## config.mk

```make
export PLATFORM = sky130hd
export DESIGN_NAME = hazard_control_unit
export DESIGN_NICKNAME = d
export VERILOG_FILES = /design/src/rtl/mips_pkg.sv /design/src/rtl/hazard_detect.sv /design/src/rtl/hazard_control_unit.sv
export SDC_FILE = /design/constraint.sdc
export NUM_CORES = 1
export LEC_CHECK = 0
export BUFFER_PORTS_ARGS = -buffer_cell sky130_fd_sc_hd__buf_2
export CAP_MARGIN = 10
export CORE_ASPECT_RATIO = 0.8
export CORE_MARGIN = 3
export CORE_UTILIZATION = 43
export CTS_BUF_LIST = sky130_fd_sc_hd__clkbuf_8
export DETAILED_ROUTE_END_ITERATION = 16
export PLACE_DENSITY_LB_ADDON = 0.25
export SLEW_MARGIN = 0
export SYNTH_ARGS = -nofsm -noshare
export SYNTH_HDL_FRONTEND = slang
export SYNTH_SLANG_ARGS = --single-unit
```

## constraint.sdc

```tcl
create_clock -name clk -period 2.23 [get_ports clk]
set_input_delay 0.1115 -clock clk [delete_from_list [all_inputs] [get_ports clk]]
set_output_delay 0.1115 -clock clk [all_outputs]
set_load 0.03 [all_outputs]
```

## src/rtl/mips_pkg.sv

```systemverilog
// Shared definitions for the MIPS pipeline control: sequencer states,
// stall-need codes, opcodes and the NOP instruction word.
package mips_pkg;

  typedef enum logic [1:0] {
    ST_RUN    = 2'd0,
    ST_HAZ    = 2'd1,
    ST_HALTED = 2'd2
  } hcu_state_e;

  localparam logic [1:0] NEED_NONE = 2'd0;
  localparam logic [1:0] NEED_ONE  = 2'd1;
  localparam logic [1:0] NEED_TWO  = 2'd2;

  localparam logic [5:0] OP_HALT = 6'b111111;
  localparam logic [5:0] OP_BEQ  = 6'b000100;
  localparam logic [5:0] OP_BNE  = 6'b000101;

  localparam logic [31:0] NOP_INSTR = 32'h0000_0000;

endpackage

```

## src/rtl/hazard_detect.sv

```systemverilog
// Combinational stall-need computation: how many cycles the instruction in ID
// must wait before its source operands can be forwarded.
module hazard_detect
  import mips_pkg::*;
#(
  parameter int SIZE_REG_DIR = 5
) (
  input  logic [SIZE_REG_DIR-1:0] i_rs_id,
  input  logic [SIZE_REG_DIR-1:0] i_rt_id,
  input  logic                    i_uses_rt_id,
  input  logic                    i_is_branch_id,
  input  logic [SIZE_REG_DIR-1:0] i_rd_id_ex,
  input  logic                    i_mem_read_id_ex,
  input  logic                    i_reg_wr_id_ex,
  input  logic [SIZE_REG_DIR-1:0] i_rd_ex_mem,
  input  logic                    i_mem_read_ex_mem,
  output logic [1:0]              o_need
);

  logic match_id_ex;
  logic match_ex_mem;

  // $0 is hardwired to zero, so it never creates a dependency.
  function automatic logic op_match(input logic [SIZE_REG_DIR-1:0] rd,
                                    input logic [SIZE_REG_DIR-1:0] rs,
                                    input logic [SIZE_REG_DIR-1:0] rt,
                                    input logic                    uses_rt);
    return (rd != '0) && ((rd == rs) || (uses_rt && (rd == rt)));
  endfunction

  always_comb begin
    match_id_ex  = op_match(i_rd_id_ex, i_rs_id, i_rt_id, i_uses_rt_id);
    match_ex_mem = op_match(i_rd_ex_mem, i_rs_id, i_rt_id, i_uses_rt_id);
    o_need       = NEED_NONE;
    if (i_is_branch_id && i_mem_read_id_ex && match_id_ex) begin
      o_need = NEED_TWO;
    end else if (i_is_branch_id &&
                 ((i_reg_wr_id_ex && match_id_ex) || (i_mem_read_ex_mem && match_ex_mem))) begin
      o_need = NEED_ONE;
    end else if (i_mem_read_id_ex && match_id_ex) begin
      o_need = NEED_ONE;
    end
  end

endmodule

```

## src/rtl/hazard_control_unit.sv

```systemverilog
// Pipeline sequencer: stalls, bubbles, flushes, HALT latch and debug freeze.
// Optional saturating stall/flush statistics when HAZARD_STATS_EN is defined.
module hazard_control_unit
  import mips_pkg::*;
#(
  parameter int SIZE_REG_DIR = 5,
  parameter int STATS_WIDTH  = 32
) (
  input  logic                    clk,
  input  logic                    rst,
  input  logic [SIZE_REG_DIR-1:0] i_rs_id,
  input  logic [SIZE_REG_DIR-1:0] i_rt_id,
  input  logic                    i_uses_rt_id,
  input  logic                    i_is_branch_id,
  input  logic                    i_halt_id,
  input  logic                    i_take_branch,
  input  logic [SIZE_REG_DIR-1:0] i_rd_id_ex,
  input  logic                    i_mem_read_id_ex,
  input  logic                    i_reg_wr_id_ex,
  input  logic [SIZE_REG_DIR-1:0] i_rd_ex_mem,
  input  logic                    i_mem_read_ex_mem,
  input  logic                    i_step_mode,
  input  logic                    i_step,
  output logic                    o_freeze,
  output logic                    o_stall_pc,
  output logic                    o_stall_if_id,
  output logic                    o_bubble_id_ex,
  output logic                    o_flush_if_id,
  output logic                    o_halted,
  output logic [STATS_WIDTH-1:0]  o_stall_count,
  output logic [STATS_WIDTH-1:0]  o_flush_count
);

  hcu_state_e state_q, state_d;
  logic [1:0] cnt_q, cnt_d;
  logic [1:0] need;
  logic       frozen;
  logic       stall, bubble, flush, halted;

  hazard_detect #(.SIZE_REG_DIR(SIZE_REG_DIR)) u_detect (
    .i_rs_id           (i_rs_id),
    .i_rt_id           (i_rt_id),
    .i_uses_rt_id      (i_uses_rt_id),
    .i_is_branch_id    (i_is_branch_id),
    .i_rd_id_ex        (i_rd_id_ex),
    .i_mem_read_id_ex  (i_mem_read_id_ex),
    .i_reg_wr_id_ex    (i_reg_wr_id_ex),
    .i_rd_ex_mem       (i_rd_ex_mem),
    .i_mem_read_ex_mem (i_mem_read_ex_mem),
    .o_need            (need)
  );

  assign frozen = i_step_mode & ~i_step;

  always_comb begin
    state_d = state_q;
    cnt_d   = cnt_q;
    stall   = 1'b0;
    bubble  = 1'b0;
    flush   = 1'b0;
    halted  = 1'b0;
    unique case (state_q)
      ST_RUN: begin
        // Hazard wins over halt and flush: branch operands are not valid yet.
        if (need != NEED_NONE) begin
          stall   = 1'b1;
          bubble  = 1'b1;
          cnt_d   = need - 2'd1;
          state_d = (cnt_d != 2'd0) ? ST_HAZ : ST_RUN;
        end else if (i_halt_id) begin
          bubble  = 1'b1;
          state_d = ST_HALTED;
        end else if (i_take_branch) begin
          flush = 1'b1;
        end
      end
      ST_HAZ: begin
        stall  = 1'b1;
        bubble = 1'b1;
        cnt_d  = cnt_q - 2'd1;
        if (cnt_d == 2'd0) state_d = ST_RUN;
      end
      ST_HALTED: begin
        halted = 1'b1;
        stall  = 1'b1;
        bubble = 1'b1;
      end
      default: state_d = ST_RUN;
    endcase
    if (frozen) begin
      state_d = state_q;
      cnt_d   = cnt_q;
      stall   = 1'b0;
      bubble  = 1'b0;
      flush   = 1'b0;
    end
    if (rst) begin
      stall  = 1'b0;
      bubble = 1'b0;
      flush  = 1'b0;
      halted = 1'b0;
    end
  end

  always_ff @(posedge clk) begin
    if (rst) begin
      state_q <= ST_RUN;
      cnt_q   <= 2'd0;
    end else begin
      state_q <= state_d;
      cnt_q   <= cnt_d;
    end
  end

  assign o_freeze       = frozen;
  assign o_stall_pc     = stall;
  assign o_stall_if_id  = stall;
  assign o_bubble_id_ex = bubble;
  assign o_flush_if_id  = flush;
  assign o_halted       = halted;

`ifdef HAZARD_STATS_EN
  logic [STATS_WIDTH-1:0] stall_cnt_q, stall_cnt_d;
  logic [STATS_WIDTH-1:0] flush_cnt_q, flush_cnt_d;

  // stall is already cleared while frozen; HALTED cycles are not hazard stalls.
  always_comb begin
    stall_cnt_d = stall_cnt_q;
    flush_cnt_d = flush_cnt_q;
    if (stall && (state_q != ST_HALTED) && (stall_cnt_q != '1)) stall_cnt_d = stall_cnt_q + 1'b1;
    if (flush && (flush_cnt_q != '1)) flush_cnt_d = flush_cnt_q + 1'b1;
  end

  always_ff @(posedge clk) begin
    if (rst) begin
      stall_cnt_q <= '0;
      flush_cnt_q <= '0;
    end else begin
      stall_cnt_q <= stall_cnt_d;
      flush_cnt_q <= flush_cnt_d;
    end
  end

  assign o_stall_count = stall_cnt_q;
  assign o_flush_count = flush_cnt_q;
`else
  assign o_stall_count = '0;
  assign o_flush_count = '0;
`endif

endmodule

```

======== Yosys cells after proc, flatten, opt, wreduce, memory -nomap -nowiden ========
Cells that the tools add are included.
cells by class
  $lt $le $gt $ge ......................... 0
  $add $sub $neg .......................... 2
  reductions and logical operators ........ 23
  shift operators ......................... 0
  bitwise logic cells ..................... 4
  multiplexer cells ....................... 27
  $mul .................................... 0
  div/mod/pow operators ................... 0
  equality and inequality tests ........... 9
operator list
  kind                   number
  $eq A5 B5 Y1           4
  $mux W1                17
  $mux W2                6
  $logic_and A1 B1 Y1    10
  $reduce_bool A5 Y1     2
  $pmux W2 S3            1
  $reduce_bool A2 Y1     3
  $logic_not A2 Y1       2
  $ne A2 B2 Y1 const B   2
  $pmux W1 S2            2
  $pmux W2 S2            1
  $reduce_and A4 Y1      1
  $sub A2 B1 Y2 const B  2
  $logic_or A1 B1 Y1     3
  $ne A3 B3 Y1 const B   1
  $not A1 Y1             3
  $reduce_and A3 Y1      1
  $eq A2 B1 Y1 const B   1
  $eq A2 B2 Y1 const B   1
  $reduce_or A2 Y1       1
  $and A1 B1 Y1          1
word-level totals
  logic and storage cells ................. 67
  memories kept ........................... 0
  output and inout bits ................... 70
  latch bits .............................. 0
  input port bits ......................... 31
  register bits after elaboration ......... 4
  bits in writable memories ............... 0
  bits in read-only memories .............. 0

======== Logic depth before layout (Yosys ltp) ========
Gate-level depths: netlist of run 1.
  depth in word-level cells ............... 14
  gate-level depth with buffers ........... 7
  depth with buffers taken out ............ 6

======== Hierarchy ========
A second synthesis of run 1 with hierarchy kept.
second synthesis, totals
  cell total of the unflattened synthesis .. 158
  area total of the unflattened synthesis .. 1231.2 µm²
modules (own cells, without submodules)
  module               instances  cells an instance  area an instance (µm²)
  hazard_control_unit  1          118                924.6
  hazard_detect        1          40                 306.5

======== Worst setup path after synthesis of run 1 ========
Ideal clock, no wire load.
  path type ............................... in2out
  from .................................... in i_rd_id_ex[2]
  to ...................................... out o_stall_pc
  data arrival time ....................... 2.344 ns
  stages .................................. 7
  setup slack ............................. -0.225 ns
  cell sequence ........................... xor2_1 -> nor4_2 -> a32oi_2 -> o22ai_2 -> a21oi_1 -> nor4_1 -> buf_4
on the way
  word-level cells in the longest chain between the ends .. 14
  elaborated cells on any way between the ends .. 19
  classes of those cells .................. eq/ne: 2; mux: 7; reduce/logical: 10
RTL lines
  element                line                       text
  start, declared        hazard_control_unit.sv:17  input logic [SIZE_REG_DIR-1:0] i_rd_id_ex,
  $eq A5 B5 Y1           hazard_detect.sv:28        return (rd != '0) && ((rd == rs) || (uses_rt && (rd == rt)));
  $logic_and A1 B1 Y1    hazard_detect.sv:28
  $logic_or A1 B1 Y1     hazard_detect.sv:28
  $logic_and A1 B1 Y1 *  hazard_detect.sv:28
  $logic_and A1 B1 Y1    hazard_detect.sv:38        ((i_reg_wr_id_ex && match_id_ex) || (i_mem_read_ex_mem && match_ex_mem))) begin
  $logic_or A1 B1 Y1     hazard_detect.sv:38
  $logic_and A1 B1 Y1    hazard_detect.sv:37        end else if (i_is_branch_id &&
  $mux W2                hazard_detect.sv:37
  $mux W2 *              hazard_detect.sv:35        if (i_is_branch_id && i_mem_read_id_ex && match_id_ex) begin
  $reduce_bool A2 Y1 *   hazard_control_unit.sv:65  if (need != NEED_NONE) begin
  $mux W1 *              hazard_control_unit.sv:65
  $pmux W1 S2 *          hazard_control_unit.sv:62  unique case (state_q)
  $mux W1 *              hazard_control_unit.sv:90  if (frozen) begin
  $mux W1 *              hazard_control_unit.sv:97  if (rst) begin
  end, declared          hazard_control_unit.sv:25  output logic o_stall_pc,
Mark *: on every way between the ends. The rest lies on a longest branch, timed or not.

======== Worst setup path after layout of run 1 ========
  from .................................... in i_rd_id_ex[2]
  to ...................................... out o_bubble_id_ex
on the way
  word-level cells in the longest chain between the ends .. 14
  elaborated cells on any way between the ends .. 19
  classes of those cells .................. eq/ne: 2; mux: 7; reduce/logical: 10
RTL lines
  element                line                       text
  $eq A5 B5 Y1           hazard_detect.sv:28
  $logic_and A1 B1 Y1    hazard_detect.sv:28
  $logic_or A1 B1 Y1     hazard_detect.sv:28
  $logic_and A1 B1 Y1 *  hazard_detect.sv:28
  $logic_and A1 B1 Y1    hazard_detect.sv:38
  $logic_or A1 B1 Y1     hazard_detect.sv:38
  $logic_and A1 B1 Y1    hazard_detect.sv:37
  $mux W2                hazard_detect.sv:37
  $mux W2 *              hazard_detect.sv:35
  $reduce_bool A2 Y1 *   hazard_control_unit.sv:65
  $mux W1 *              hazard_control_unit.sv:65
  $pmux W1 S2 *          hazard_control_unit.sv:62
  $mux W1 *              hazard_control_unit.sv:90
  $mux W1 *              hazard_control_unit.sv:97
  end, declared          hazard_control_unit.sv:27  output logic o_bubble_id_ex,
Marks and branches as above.

==> flow_summary.yaml, run 1 <==
clock_network:
  clockRootBuffer: "clkbuf_8"
  worstSkewPairLatency_ns: 0.22
  h-tree-depth: 1
  cts_sinks: 4
  holdBufCountCts: 0
  cts_tree: "yes"
  post-cts-setup-buffers: 0
  clk_pin_slew_ns: 0.03
  numCtsBuffers: 3
  cts.path.max_buffers: 2
  ctsResizeCount: 0
pwr:
  ir_drop_uv: 231.1
  finalPower_mw: 0.5391
  power_leakage_nw: 0.6183
  p_per_area_nw_per_um2: 455.4
run:
  maxCapViolations: 0
placement:
  dp_hpwl_um: 2007
  portBuffers: 36
  gp_congestion: 0.7840
  dpl-instance-area_um2: 1142
routing:
  antenna_left: 0
  vias_per_cell: 4.018
  finalWirelength_um: 2248
  drtIter0Drc: 15
  drt_pass1_iterations: 4
  vias: 872
  wire_per_inst_um: 10.36
  drc: 0
cells_and_area:
  final_cell_mix: "conb_1, buf_2, xor2_1"
  area_growth_pct: 1.503
  layout.cells.most_common: "conb_1"
  num-fill-cells: 259
  seq_area_um2: 80.08
  fin_nets: 219
  diodes: 0
  fin_area_um2: 1184
  layout-drive-gt1-share_pct: 27.62
  multiInputGateArea_um2: 818.3
worst_setup_path:
  crit_required_ns: 2.12
  crit_fanout: 5
  startpoint_type: "input port"
  setup.worst_path.end_class: "output port"
  arrival_ns: 1.87
  worstSetupPathType: "input port to output port"
synthesis:
  synth_warnings: 0
  syn_area_per_cell_um2: 8.042
  yosysSeqAreaShare_pct: 6.867
  synth_area_um2: 1166
  yosysUniqueCellTypes: 32
  ys_seq_elements: 4
  syn_inst: 145
timing:
  report.final.slew_viol_count: 0
  fmax_mhz: 504.3
  finalCriticalPeriod_ns: 1.983
  hold_viol: 0
  tns_ns: 0
  setup_viol: 0
  rsz0062_at_grt: "no"
  finalCritPeriodShare_pct: 88.93
  tightest_slew_ns: 0.5241
  maxSlewHeadroom_pct: 65.06
  finClkSkew_ns: 0.003004
global_routing:
  grt_pass1_vias: 797
  grt-ovfl-total: 0
  grt_usage_pct: 12.78
  grt_pass1_wl_um: 3360
  antenna_found_initial: 0
  grt_max_degree: 10
die:
  die_x_um: 64.22
  core_area_um2: 2522
  start_util_pct: 46.23
  die_area_um2: 3377
  io_pins: 101
  rows: 16
  die_h_um: 52.58
outcome:
  status: "completed"
worst_hold_path:
  worst_hold_path_type: "input port to flop"
==> synth_stat cells <==
master | n | share of area, %
nand3b_1 | 1 | 0.64
a21oi_1 | 3 | 1.3
o221ai_4 | 1 | 2.3
o311a_2 | 1 | 0.97
nor4b_1 | 1 | 0.75
a2111oi_2 | 1 | 1.3
dfxtp_1 | 4 | 6.9
nor2_1 | 6 | 1.9
inv_1 | 5 | 1.6
buf_4 | 65 | 42
xor2_1 | 18 | 14
a32oi_1 | 1 | 0.75
a221oi_2 | 1 | 1.3
nand2_1 | 3 | 0.97
a21o_1 | 2 | 1.3
o22ai_2 | 1 | 1.1
nand3_1 | 2 | 0.86
clkbuf_1 | 1 | 0.32
o211ai_2 | 2 | 2.1
or4_1 | 1 | 0.64
nor4_1 | 2 | 1.1
a211o_2 | 1 | 0.86
conb_1 | 1 | 0.32
o21ai_1 | 2 | 0.86
nor3_1 | 4 | 1.7
nor2b_1 | 4 | 2.1
o221ai_1 | 1 | 0.75
xnor2_1 | 2 | 1.5
a32oi_2 | 1 | 1.4
a211oi_1 | 1 | 0.64
ha_1 | 5 | 5.4
nor4_2 | 1 | 1.1
==> routing by layer <==
| metal | GRT usage [%] | wire [um] | part of all wire, % | vias up |
|---|---|---|---|---|
| li1 | - | - | - | 429 |
| met2 | 25.21 | 1286 | 57 | 44 |
| met5 | 0 | 0 | 0 | - |
| met3 | 1.288 | 164 | 7.3 | 0 |
| met1 | 13.61 | 798 | 35 | 399 |
| met4 | 6.316 | 0 | 0 | 0 |
==> logic make-up after synthesis <==
logic type | share of synthesized area (%)
adder cells (fa/ha/maj) | 5.365
AND/OR/NAND/NOR | 11.80
other | 0.3216
flip-flops | 6.867
AO/OA/AOI/OAI | 16.84
buffers and inverters | 43.78
XOR/XNOR | 15.02
==> flip-flops by register name, indices dropped and copies added, names as in the netlist <==
name     flops
state_q      2
cnt_q        2
==> metrics by stage <==
stage	hold WS [ns]	worst slack (ns)	util, %	std cells
floorplan	0.3185	0.01379	-	208
global placement	0.4137	0.2717	45.29	214
detailed placement	0.4200	0.2312	45.29	214
CTS	0.1917	0.2244	46.92	217
global route	0.2033	0.08372	46.92	217
finish	0.1992	0.2469	46.92	217
==> power by group <==
group | switching [mW] | leakage, nW | internal (mW)
sequential | 0.00237 | 0.0324 | 0.0745
clock | 0.0385 | 0.0216 | 0.115
combinational | 0.240 | 0.564 | 0.0681
==> layout make-up <==
type / count / area share (%)
multi-input combinational: 133 / 69.13
timing repair buffer: 36 / 15.22
sequential: 4 / 6.765
tap: 36 / 3.805
clock buffer: 3 / 3.488
inverter: 5 / 1.586
==> worst paths after layout <==
path                                        to  slack (ns)  cells after the start          start
worst min-delay path                  cnt_q[0]        0.20                      2            rst
worst min register to register        cnt_q[0]        0.49                      2       cnt_q[0]
worst max register to register      state_q[1]        0.63                      6     state_q[1]
worst max-delay path            o_bubble_id_ex        0.25                      8  i_rd_id_ex[2]
==> critical path, stage by stage <==
cell,delay [ns]
buf_2,0.12
xor2_1,0.17
nor4_2,0.31
a32oi_2,0.24
o22ai_2,0.23
o21ai_1,0.09
a2111oi_2,0.35
buf_2,0.25
No activity file was read; power rests on OpenSTA's default activity.
==> inputs of run 2 (changes only) <==
SETUP_SLACK_MARGIN = 0.4   (was not set)
==> run 2 against run 1 <==
- combinational power is 11% higher
- sequential share of layout area is 0.67 points lower
- total power is 5.3% higher
- setup slack better by 0.17 ns
- clock power is 4% lower
- via count is 5.2% higher
- core utilization is 5.2 points higher
==> flow_summary.yaml, run 2 (same netlist as run 1, synthesis figures left out) <==
outcome:
  status: "completed"
pwr:
  p_comb_share_pct: 60.3
  p_per_area_nw_per_um2: 432.1
  p_sw_mw: 0.2907
  clockPowerShare_pct: 26.1
  power_leakage_nw: 0.6562
  p_seq_share_pct: 13.6
  ir_drop_uv: 349.4
  p_int_mw: 0.2770
  switching_share_pct: 51.21
cells_and_area:
  layout.cells.most_common: "conb_1"
  fin_area_um2: 1314
  seq_area_um2: 80.08
  layout-drive-gt1-share_pct: 33.51
  num-fill-cells: 252
  fin_nets: 223
  area_growth_pct: 12.66
  final_cell_mix: "conb_1, buf_2, xor2_1"
  multiInputGateArea_um2: 888.4
  reg_top3: "cnt_q x2, state_q x2"
  diodes: 0
timing:
  maxSlewHeadroom_pct: 57.91
  whs_ns: 0.2260
  rsz0062_at_grt: "yes"
  report.final.slew_viol_count: 0
  tns_ns: 0
  tightest_slew_ns: 0.6300
  finClkSkew_ns: 0.001371
  finalCritPeriodShare_pct: 81.12
  fmax_mhz: 552.8
  setup_viol: 0
  hold_viol: 0
  finalCriticalPeriod_ns: 1.809
worst_setup_path:
  slowest_delay_ns: 0.32
  crit_required_ns: 2.12
  regToRegStartpoint: "state_q[1]"
  slowest_stage: "nor4_2"
  setup.worst_path.end_class: "output port"
  path_delay_family: "compound AO/OA/AOI/OAI gates"
  crit_chain: "buf_2, xor2_1, nor4_2, a32oi_2, o22ai_2, o21ai_2, a2111oi_4, buf_4"
  crit_fanout: 3
  worstSetupPathType: "input port to output port"
  r2r-end: "state_q[1]"
  critPathBufInv: 2
  startpoint_type: "input port"
  ff2ff_path_depth: 6
  rrSetupSlack_ns: 0.59
  critPathLaunch: "i_rd_ex_mem[2]"
  arrival_ns: 1.70
  critPathCapture: "o_bubble_id_ex"
  worstSetupPathDepth: 8
run:
  maxCapViolations: 0
die:
  die_h_um: 52.58
  rows: 16
  io_pins: 101
  start_util_pct: 46.23
  core_area_um2: 2522
  die_area_um2: 3377
  die_x_um: 64.22
clock_network:
  cts_tree: "yes"
  worstSkewPairLatency_ns: 0.21
  h-tree-depth: 1
  clockRootBuffer: "clkbuf_8"
  cts_sinks: 4
  cts.path.max_buffers: 2
  numCtsBuffers: 3
  holdBufCountCts: 0
  clk_pin_slew_ns: 0.03
routing:
  vias_per_cell: 4.149
  antenna_left: 0
  vias: 917
  drtIter0Drc: 10
  drt_pass1_iterations: 2
  finalWirelength_um: 2508
  drc: 0
  wire_per_inst_um: 11.35
placement:
  portBuffers: 36
  dpl-instance-area_um2: 1149
  dp_hpwl_um: 2049
  gp_congestion: 0.7560
worst_hold_path:
  worst_hold_path_type: "input port to flop"
  hold_path.startpoint: "rst"
global_routing:
  grt-ovfl-total: 0
  grt_pass1_vias: 835
  grt_usage_pct: 12.86
  antenna_found_initial: 0
  grt_max_degree: 10
  grt_pass1_wl_um: 3408
-- run 2: changes by cell type in the layout (fill, tap and decap cells not counted), moves of 2 or more --
cell,delta
buf_2,-6
buf_4,+7
buf_6,+2
xor2_1,-2
xor2_2,+2
-- run 2: per-stage QoR --
step | power, mW | cells | worst slack [ns] | utilization, %
6_report | 0.5677 | 221 | 0.4210 | 52.08
5_1_grt | 0.6012 | 221 | 0.3344 | 52.08
4_1_cts | 0.5477 | 220 | 0.4005 | 48.81
3_5_place_dp | 0.3849 | 214 | 0.2548 | 45.54
3_3_place_gp | 0.3809 | 214 | 0.2694 | 45.54
2_1_floorplan | 0.4097 | 208 | 0.1848 | -
-- run 2: metal layers --
layer,GRT usage (%),share of wire (%),vias to the layer above,wire (um)
li1,-,-,439,-
met1,12.18,33,418,826
met2,26.59,57,52,1421
met3,1.073,8.0,8,200
met4,8.421,2.4,0,61
met5,0,0,-,0
-- run 2: what timing repair did --
item / in CTS / in global routing
gates resized for setup: 4 / 15
pin swaps: 5 / 7
setup buffers: 3 / 1
endpoints found under the setup margin: 3 / 2
-- run 2: worst min-delay path by stage --
stage	end	slack, ns	cells past startpoint
6_report	cnt_q[0]	0.23	2
5_1_grt	cnt_q[0]	0.25	2
4_1_cts	cnt_q[0]	0.21	2
3_5_place_dp	cnt_q[0]	0.44	2
3_3_place_gp	cnt_q[0]	0.42	2
2_1_floorplan	state_q[1]	0.32	2
-- run 2: power by group through the flow --
stage	combinational (mW)	clock (mW)	sequential, mW
6_report	0.342	0.148	0.0770
5_1_grt	0.365	0.159	0.0770
2_1_floorplan	0.332	0	0.0773
3_5_place_dp	0.307	0	0.0779
3_3_place_gp	0.303	0	0.0777
4_1_cts	0.317	0.154	0.0769
-- run 2: final cells by class --
cell class	count	area share, %
multi-input cells	133	67.62
inverters	5	1.429
well taps	36	3.429
clock buffers	3	3.143
repair buffers	40	18.29
flip-flops and latches	4	6.095
